### config.mk
export PLATFORM = sky130hd
export DESIGN_NAME = aes_key_expand_gen
export DESIGN_NICKNAME = d
export VERILOG_FILES = /design/src/rtl/aes_key_expand_gen.sv
export SDC_FILE = /design/constraint.sdc
export NUM_CORES = 2
export LEC_CHECK = 0
export ABC_AREA = 1
export BUFFER_PORTS_ARGS = -buffer_cell sky130_fd_sc_hd__buf_2
export CORE_MARGIN = 5
export CORE_UTILIZATION = 50
export DETAILED_ROUTE_END_ITERATION = 10
export MAX_ROUTING_LAYER = met4
export PLACE_DENSITY = 0.69
export SLEW_MARGIN = 20
export SYNTH_ARGS = -nofsm -noshare
export SYNTH_HDL_FRONTEND = slang
export SYNTH_SLANG_ARGS = --single-unit
### constraint.sdc
create_clock -name clk -period 3.46 [get_ports clk]
set_input_delay 0.346 -clock clk [delete_from_list [all_inputs] [get_ports clk]]
set_output_delay 0.346 -clock clk [all_outputs]
set_load 0.01 [all_outputs]
### src/rtl/aes_key_expand_gen.sv
// Word-serial AES-128/192/256 key schedule generator: produces one 32-bit schedule
// word per cycle and emits round keys 0..Nr as 128-bit words over a valid/ready stream.

module aes_sbox (
    input  logic [7:0] byte_i,
    output logic [7:0] byte_o
);
    // Forward AES S-box; entry 0x00 sits in the most significant byte.
    localparam logic [2047:0] SBOX_TABLE = {
        128'h637c777bf26b6fc53001672bfed7ab76,
        128'hca82c97dfa5947f0add4a2af9ca472c0,
        128'hb7fd9326363ff7cc34a5e5f171d83115,
        128'h04c723c31896059a071280e2eb27b275,
        128'h09832c1a1b6e5aa0523bd6b329e32f84,
        128'h53d100ed20fcb15b6acbbe394a4c58cf,
        128'hd0efaafb434d338545f9027f503c9fa8,
        128'h51a3408f929d38f5bcb6da2110fff3d2,
        128'hcd0c13ec5f974417c4a77e3d645d1973,
        128'h60814fdc222a908846eeb814de5e0bdb,
        128'he0323a0a4906245cc2d3ac629195e479,
        128'he7c8376d8dd54ea96c56f4ea657aae08,
        128'hba78252e1ca6b4c6e8dd741f4bbd8b8a,
        128'h703eb5664803f60e613557b986c11d9e,
        128'he1f8981169d98e949b1e87e9ce5528df,
        128'h8ca1890dbfe6426841992d0fb054bb16
    };

    assign byte_o = SBOX_TABLE[{~byte_i, 3'b000} +: 8];
endmodule

module aes_key_expand_gen #(
    parameter int MAX_KEY_BITS = 256,
    parameter int HIST_WORDS   = MAX_KEY_BITS / 32
) (
    input  logic                    clk,
    input  logic                    rst_n,
    input  logic                    start,
    input  logic [1:0]              key_size,
    input  logic [MAX_KEY_BITS-1:0] key_in,
    input  logic                    flush,
    output logic [127:0]            out_key,
    output logic [3:0]              out_round,
    output logic                    out_last,
    output logic                    out_valid,
    input  logic                    out_ready,
    output logic                    busy,
    output logic                    err
);
    localparam bit FITS_192 = (MAX_KEY_BITS >= 192);
    localparam bit FITS_256 = (MAX_KEY_BITS >= 256);

    typedef enum logic {ST_IDLE, ST_GEN} state_e;

    state_e                  state_q, state_d;
    logic [MAX_KEY_BITS-1:0] key_q, key_d;
    logic [31:0]             hist_q [HIST_WORDS];
    logic [31:0]             hist_d [HIST_WORDS];
    logic [31:0]             col_q [3];
    logic [31:0]             col_d [3];
    logic [1:0]              col_cnt_q, col_cnt_d;
    logic [5:0]              idx_q, idx_d;
    logic [2:0]              phase_q, phase_d;
    logic [3:0]              nk_q, nk_d;
    logic [3:0]              nr_q, nr_d;
    logic [7:0]              rcon_q, rcon_d;
    logic [3:0]              load_round_q, load_round_d;
    logic [127:0]            out_key_q, out_key_d;
    logic [3:0]              out_round_q, out_round_d;
    logic                    out_last_q, out_last_d;
    logic                    out_valid_q, out_valid_d;
    logic                    err_q, err_d;

    logic [3:0]  req_nk, req_nr;
    logic        req_legal;
    logic [5:0]  words_total;
    logic        in_key_phase, rot_step, sub_step;
    logic [31:0] prev_word, back_word, sub_in, sub_out, t_word, new_word;
    logic        out_accept, out_free, gen_active, produce, load_out;

    always_comb begin
        req_nk    = 4'd4;
        req_nr    = 4'd10;
        req_legal = 1'b1;
        unique case (key_size)
            2'd0: begin
                req_nk = 4'd4;
                req_nr = 4'd10;
            end
            2'd1: begin
                req_nk    = 4'd6;
                req_nr    = 4'd12;
                req_legal = FITS_192;
            end
            2'd2: begin
                req_nk    = 4'd8;
                req_nr    = 4'd14;
                req_legal = FITS_256;
            end
            default: req_legal = 1'b0;
        endcase
    end

    // phase_q tracks i mod Nk so no divider is needed on the word index.
    assign words_total  = {nr_q + 4'd1, 2'b00};
    assign in_key_phase = (idx_q < {2'b00, nk_q});
    assign rot_step     = (phase_q == 3'd0);
    assign sub_step     = (nk_q == 4'd8) && (phase_q == 3'd4);
    assign prev_word    = hist_q[0];
    assign sub_in       = rot_step ? {prev_word[23:0], prev_word[31:24]} : prev_word;

    always_comb begin
        back_word = '0;
        for (int k = 0; k < HIST_WORDS; k++) begin
            if (4'(k) == nk_q - 4'd1) back_word = hist_q[k];
        end
    end

    for (genvar b = 0; b < 4; b++) begin : g_sbox
        aes_sbox u_sbox (
            .byte_i (sub_in[8*b +: 8]),
            .byte_o (sub_out[8*b +: 8])
        );
    end

    always_comb begin
        if (rot_step)      t_word = sub_out ^ {rcon_q, 24'h000000};
        else if (sub_step) t_word = sub_out;
        else               t_word = prev_word;
        new_word = in_key_phase ? key_q[MAX_KEY_BITS-1 -: 32] : (back_word ^ t_word);
    end

    assign out_accept = out_valid_q && out_ready;
    assign out_free   = !out_valid_q || out_ready;
    assign gen_active = (state_q == ST_GEN) && (idx_q != words_total);
    // The 4th word of a key may only be produced when the output register can take it.
    assign produce    = gen_active && ((col_cnt_q != 2'd3) || out_free);
    assign load_out   = produce && (col_cnt_q == 2'd3);

    always_comb begin
        // NOTE: every next-state value defaults to its register so no branch infers a latch.
        state_d      = state_q;
        key_d        = key_q;
        hist_d       = hist_q;
        col_d        = col_q;
        col_cnt_d    = col_cnt_q;
        idx_d        = idx_q;
        phase_d      = phase_q;
        nk_d         = nk_q;
        nr_d         = nr_q;
        rcon_d       = rcon_q;
        load_round_d = load_round_q;
        out_key_d    = out_key_q;
        out_round_d  = out_round_q;
        out_last_d   = out_last_q;
        out_valid_d  = out_valid_q;
        err_d        = 1'b0;

        if (produce) begin
            key_d     = key_q << 32;
            hist_d[0] = new_word;
            for (int k = 1; k < HIST_WORDS; k++) hist_d[k] = hist_q[k-1];
            idx_d   = idx_q + 6'd1;
            phase_d = ({1'b0, phase_q} == nk_q - 4'd1) ? 3'd0 : phase_q + 3'd1;
            if (!in_key_phase && rot_step) begin
                rcon_d = {rcon_q[6:0], 1'b0} ^ (rcon_q[7] ? 8'h1b : 8'h00);
            end
            if (load_out) begin
                out_key_d    = {col_q[0], col_q[1], col_q[2], new_word};
                out_round_d  = load_round_q;
                out_last_d   = (load_round_q == nr_q);
                out_valid_d  = 1'b1;
                load_round_d = load_round_q + 4'd1;
                col_cnt_d    = 2'd0;
            end else begin
                for (int k = 0; k < 3; k++) begin
                    if (2'(k) == col_cnt_q) col_d[k] = new_word;
                end
                col_cnt_d = col_cnt_q + 2'd1;
            end
        end

        if (out_accept && !load_out) begin
            out_valid_d = 1'b0;
            out_last_d  = 1'b0;
        end
        if (out_accept && out_last_q) state_d = ST_IDLE;

        if (start && (state_q == ST_IDLE)) begin
            if (req_legal) begin
                state_d      = ST_GEN;
                key_d        = key_in;
                nk_d         = req_nk;
                nr_d         = req_nr;
                idx_d        = 6'd0;
                phase_d      = 3'd0;
                rcon_d       = 8'h01;
                col_cnt_d    = 2'd0;
                load_round_d = 4'd0;
            end else begin
                err_d = 1'b1;
            end
        end

        if (flush) begin
            state_d     = ST_IDLE;
            col_cnt_d   = 2'd0;
            out_valid_d = 1'b0;
            out_last_d  = 1'b0;
            out_key_d   = '0;
            out_round_d = 4'd0;
            err_d       = 1'b0;
        end
    end

    always_ff @(posedge clk or negedge rst_n) begin
        if (!rst_n) begin
            // NOTE: history and collector are cleared too, so no stale word survives a reset.
            state_q <= ST_IDLE;
            key_q   <= '0;
            for (int k = 0; k < HIST_WORDS; k++) hist_q[k] <= '0;
            for (int k = 0; k < 3; k++) col_q[k] <= '0;
            col_cnt_q    <= 2'd0;
            idx_q        <= 6'd0;
            phase_q      <= 3'd0;
            nk_q         <= 4'd0;
            nr_q         <= 4'd0;
            rcon_q       <= 8'h01;
            load_round_q <= 4'd0;
            out_key_q    <= '0;
            out_round_q  <= 4'd0;
            out_last_q   <= 1'b0;
            out_valid_q  <= 1'b0;
            err_q        <= 1'b0;
        end else begin
            // NOTE: non-blocking assignments so every register samples pre-edge values.
            state_q      <= state_d;
            key_q        <= key_d;
            hist_q       <= hist_d;
            col_q        <= col_d;
            col_cnt_q    <= col_cnt_d;
            idx_q        <= idx_d;
            phase_q      <= phase_d;
            nk_q         <= nk_d;
            nr_q         <= nr_d;
            rcon_q       <= rcon_d;
            load_round_q <= load_round_d;
            out_key_q    <= out_key_d;
            out_round_q  <= out_round_d;
            out_last_q   <= out_last_d;
            out_valid_q  <= out_valid_d;
            err_q        <= err_d;
        end
    end

    assign out_key   = out_key_q;
    assign out_round = out_round_q;
    assign out_last  = out_last_q;
    assign out_valid = out_valid_q;
    assign busy      = (state_q == ST_GEN);
    assign err       = err_q;
endmodule

==> Implementation_results.wiki, run 1 <==
{| class="wikitable"
! Metric !! Value
|-
| Synth cell types || between 40 and 50
|-
| Tool error || [ERROR GRT-0232] Routing congestion too high. Check the congestion heatmap in the GUI.
|-
| Buffers from clock root to sink, at most || 3
|-
| Number of H-tree branching levels || 3
|-
| Site Rows || 109
|-
| Terminating stage of the flow || global routing
|-
| Run status || stopped before the end
|-
| Primary FF master, synth || dfrtp_1
|-
| Sequential fraction of the synthesis area || 43.33%
|-
| Post-synthesis sequential element count || around 770
|-
| Commonest cells post-synth || nand2_1 (1827), nand3_1 (1050), dfrtp_1 (772), o21ai_0 (673), inv_1 (329)
|-
| Overall fraction of global-route tracks in use || around three fifths
|-
| Number of instances in the synthesized netlist || 6050
|-
| Num ports || between 300 and 400
|-
| Placed insts || 7950
|-
| Post-Syn Nets || 6363
|-
| Async SR Flop Fraction || 100.0%
|-
| Port Buf Inserts || ~400
|-
| Die Wd || 308.8 µm
|-
| Yosys top cell area share || roughly 43%
|-
| Top cells by area in the synthesized netlist || dfrtp_1 (43%), nand2_1 (15%), nand3_1 (12%)
|-
| Initial standard-cell utilization of the core || around half
|-
| Detailed-placement wirelength estimate || around 160 mm
|-
| Routability congestion estimate || 1.085
|-
| Die span in y || 308.8 µm
|-
| Syn Std Cell Area || ~45000 µm²
|-
| Top-count cell post-synth || nand2_1
|-
| Synthesized area per cell || 7.379 µm²
|-
| Post-place instance area || 52830 µm²
|-
| Total gr overflow || 15
|-
| Post-synth EDFFs || 0
|-
| Clk root buf || clkbuf_16
|-
| Clock buffers created by TritonCTS || 78
|-
| Maximum number of pins on one net before global-route repair || roughly 270
|-
| Total clock sinks || approximately 770
|-
| Number of warnings issued by yosys || 0
|-
| Cell accounting for the most synthesized area || dfrtp_1
|}
==> cells by family after synthesis <==
| logic type | count (synthesis) | share of synthesized area, % |
|---|---|---|
| simple gates | 3242 | 31.23 |
| compound gates | 1125 | 14.62 |
| flops | 773 | 43.33 |
| buf+inv | 760 | 7.183 |
| mux | 96 | 2.152 |
| fa+ha+maj | 50 | 1.401 |
| xor+xnor | 4 | 0.07849 |
==> routing by layer <==
metal | GRT overflow | global-route usage (%)
met5 | - | -
met4 | 7 | 53.48
met3 | 3 | 41.09
met2 | 4 | 78.74
met1 | 1 | 64.42
==> timing repair <==
item	CTS
setup buffers	7
hold buffers	258
setup endpoints to repair	136
gates resized for setup	106
pin swaps	16
cloned	4
hold endpoints to repair	310
==> per-stage QoR <==
step / setup TNS (ns) / setup WS (ns) / hold WS, ns
2_1_floorplan: 0 / 0.3995 / 0.05041
3_3_place_gp: -10.34 / -0.2635 / 0.3919
3_5_place_dp: -12.42 / -0.2340 / 0.3912
4_1_cts: 0 / 0.002087 / 0.01922
==> inputs of run 2 (changes only) <==
--- a/config.mk
+++ b/config.mk
@@ -8,10 +8,9 @@
 export ABC_AREA = 1
 export BUFFER_PORTS_ARGS = -buffer_cell sky130_fd_sc_hd__buf_2
 export CORE_MARGIN = 5
-export CORE_UTILIZATION = 50
+export CORE_UTILIZATION = 35
 export DETAILED_ROUTE_END_ITERATION = 10
-export MAX_ROUTING_LAYER = met4
-export PLACE_DENSITY = 0.69
+export PLACE_DENSITY_LB_ADDON = 0.15
 export SLEW_MARGIN = 20
 export SYNTH_ARGS = -nofsm -noshare
 export SYNTH_HDL_FRONTEND = slang
==> Implementation_results.wiki, run 2 <==
{| class="wikitable"
! Metric !! Value
|-
| Cell Pwr Density || ~1100 nW/µm²
|-
| Post-layout util || about half
|-
| R2r startpoint || phase_q[1]$_DFF_PN0_
|-
| Max-Slew Margin vs Limit || 29.01%
|-
| Die Wd || about 370 µm
|-
| Worst clock skew on the final layout || between 0.07 and 0.08 ns
|-
| Critical Path Max Stage Delay || 0.39 ns
|-
| Vias in the first global route || a little under 50000
|-
| Maximum vdd ir drop || 0.0004591 V
|-
| Synth cell types || 48
|-
| Number of antenna violations at the first check in global routing || 14
|-
| Leakage power || between 0.03 and 0.04 µW
|-
| Setup repair after global routing missed its margin || yes
|-
| Clk root buf || clkbuf_16
|-
| Slew at the pin with the worst max-slew slack || 1.065 ns
|-
| Yosys top cell area share || between 40 and 50%
|-
| Number of nets still failing antenna checks after routing || 0
|-
| Most common cell after layout, fill and taps aside || nand2_1
|-
| Cell accounting for the most synthesized area || dfrtp_1
|-
| Clock tree from TritonCTS || done
|-
| Placement-stage worst setup slack || -0.4872 ns
|-
| Largest delay share family, worst path || buffers and inverters
|-
| Launching element type of the critical path || flip-flop
|-
| Final Hold Fails || 0
|-
| Later-pin clock latency in the skew report || 0.71 ns
|-
| Setup slack of the most critical reg-to-reg path || roughly 0.019 ns
|-
| Post-synth EDFFs || 0
|-
| Die span in y || ~370 µm
|-
| CP Buf/Inv Count || 11
|-
| Number of nets in the layout || 7574
|-
| Maximum number of pins on one net before global-route repair || 251
|-
| Crit path capture type || flip-flop
|-
| Run status || finished clean
|-
| Largest reg by FF count || key_q
|-
| Crit path time final || ~3.4 ns
|-
| Crit path max fanout || 7
|-
| Kind of critical path || flip-flop to flip-flop
|-
| Capturing point of the worst reg2reg path || out_key[2]$_DFFE_PN0P_
|-
| Required time at the worst-slack endpoint || 4.00 ns
|-
| Number of H-tree branching levels || 3
|-
| Placeable core region || ~130000 µm²
|-
| Drt wl/cell || roughly 25 µm
|-
| Path depth of the worst reg2reg path || 24
|-
| TNS Setup || 0 ns
|-
| Total clock sinks || slightly below 800
|-
| Commonest non-fill, non-tap cells in the layout || nand2_1 (1702), nand3_1 (897), dfrtp_1 (772)
|-
| Clock edge transition at the registers on the reported setup and hold paths || roughly 0.07 ns
|-
| Area added between synthesis and finish || 41.57%
|-
| Chain of cells forming the critical path || inv_2, ha_4, buf_6, inv_2, nor2_4, buf_12, buf_6, buf_6, nor2_2, a21oi_4, buf_6, buf_12, buf_12, buf_8, o211ai_1, nand3_1, nand3_2, nand3_4, nand3_4, nand3_4, nand3_4, nand3_2, buf_6, nand2_2
|-
| Post-Syn Nets || between 6000 and 7000
|-
| Sequential fraction of the synthesis area || about 43%
|-
| Initial standard-cell utilization of the core || around a third
|-
| Total gr overflow || 0
|-
| Capture point of the worst path || out_key[2]$_DFFE_PN0P_
|-
| Synthesized area per cell || 7.379 µm²
|-
| First-pass detailed-route iteration total || 7
|-
| Class of the tightest hold or removal check || input port to flip-flop
|-
| Port Buf Inserts || 398
|-
| Mean number of vias per cell || 5.477
|-
| Commonest cells post-synth || nand2_1 (1827), nand3_1 (1050), dfrtp_1 (772), o21ai_0 (673), inv_1 (329)
|-
| Site Rows || approximately 130
|-
| Max-cap viol count || 0
|-
| Post-route non-filler standard cell count || approximately 9000
|-
| Vias || 49351
|-
| Fraction of layout instances using a drive strength above 1 || approximately a quarter
|-
| Max Slew Vio Count || 0
|-
| Routability congestion estimate || about 1
|-
| First-iteration detailed-routing DRC count || between 5000 and 6000
|-
| Critical Path Stages || 24
|-
| Cell at the slowest stage of the critical path || dfrtp_1
|-
| Number of instances in the synthesized netlist || approximately 6000
|-
| Num ports || ~400
|-
| Area of the die || ~130000 µm²
|-
| Share of the clock period used by the worst path after layout || between 90% and 100%
|-
| Number of setup violations in the final report || 0
|-
| Buffers from clock root to sink, at most || 3
|-
| Top cells by area in the synthesized netlist || dfrtp_1 (43%), nand2_1 (15%), nand3_1 (12%)
|-
| Highest attainable clock frequency || ~0.29 GHz
|-
| Clock buffers created by TritonCTS || between 80 and 90
|-
| Primary FF master, synth || dfrtp_1
|-
| Placed insts || about 8500
|-
| Post-synthesis sequential element count || 773
|-
| Number of flip-flops under the largest register name || between 200 and 300
|-
| Global-route wire length before repair || about 330 mm
|-
| Setup WS post-layout || 0.01852 ns
|-
| Most frequent cell on the critical path || buf_6
|-
| Crit path arrival time || between 3 and 4 ns
|-
| Top-count cell post-synth || nand2_1
|-
| Worst setup path start || phase_q[1]$_DFF_PN0_
|-
| DRC violations left || 0
|-
| Syn Std Cell Area || around 45000 µm²
|-
| Number of warnings issued by yosys || 0
|-
| Detailed-placement wirelength estimate || roughly 160 mm
|-
| Async SR Flop Fraction || 100.0%
|-
| Final wirelength || about 220 mm
|-
| Overall fraction of global-route tracks in use || between 30% and 40%
|-
| Overall power after layout || approximately 72000 µW
|}
run 2: kinds of logic after synthesis:
| logic type | Yosys count | share of synthesized area [%] |
|---|---|---|
| AO/OA/AOI/OAI | 1125 | 14.62 |
| multiplexers | 96 | 2.152 |
| AND/OR/NAND/NOR | 3242 | 31.23 |
| buffers and inverters | 760 | 7.183 |
| flip-flops | 773 | 43.33 |
| adder cells (fa/ha/maj) | 50 | 1.401 |
| XOR/XNOR | 4 | 0.07849 |
run 2: layer usage:
metal	vias up	track usage [%]	share of wire [%]
li1	22784	-	-
met1	24255	46.22	45
met2	1966	49.07	44
met3	342	5.730	7.5
met4	4	10.12	3.5
met5	-	0	0.0098
run 2: area by class of cell:
| type | instances | area, µm² |
|---|---|---|
| Tap cell | 1662 | 2079 |
| Sequential cell | 773 | 19340 |
| Inverter | 363 | 1409 |
| Clock buffer | 122 | 2552 |
| Multi-Input combinational cell | 4518 | 24320 |
| Fill cell | 12531 | 63990 |
| Clock inverter | 44 | 560.5 |
| Antenna cell | 12 | 30.03 |
| Timing Repair Buffer | 1516 | 12900 |
run 2: worst reg2reg max path, cell delays in order (launching register included):
cell and delay, ns:
dfrtp_1 0.39, inv_2 0.09, ha_4 0.18, buf_6 0.11, inv_2 0.04, nor2_4 0.11, buf_12 0.14, buf_6 0.10
buf_6 0.09, nor2_2 0.04, a21oi_4 0.23, buf_6 0.15, buf_12 0.13, buf_12 0.15, buf_8 0.14, o211ai_1 0.12
nand3_1 0.13, nand3_2 0.11, nand3_4 0.11, nand3_4 0.12, nand3_4 0.15, nand3_4 0.15, nand3_2 0.12, buf_6 0.15
nand2_2 0.05
run 2: worst min-delay path by stage:
stage               startpoint             endpoint  depth (start not counted)  slack [ns]
floorplan                rst_n       busy$_DFF_PN0_                          0        0.05
global placement         rst_n  nr_q[2]$_DFFE_PN0P_                          1        0.39
detailed placement       rst_n  nr_q[2]$_DFFE_PN0P_                          1        0.40
CTS                      start        err$_DFF_PN0_                          5        0.08
global route             start        err$_DFF_PN0_                          5        0.12
finish                   start        err$_DFF_PN0_                          5        0.11
run 2: through the flow:
| stage | hold slack (ns) | cell area, µm² |
|---|---|---|
| floorplan | 0.05041 | 44640 |
| global placement | 0.3941 | 54060 |
| detailed placement | 0.4015 | 54060 |
| CTS | 0.07670 | 60660 |
| global route | 0.1243 | 63190 |
| finish | 0.1119 | 63200 |
run 2: power by group:
part	internal [µW]	switching, µW
Sequential	11500	1710
Combinational	18700	29900
Clock	5830	4150
run 2: what timing repair did:
item                       in CTS  in global routing
hold endpoints to repair      311                  0
gates resized for setup       147                490
hold buffers                  262                  0
buffers inserted               24                 49
pin swaps                      23                130
cloned                          3                  6
setup endpoints to repair     160                160
(Power assumes the default switching activity.)
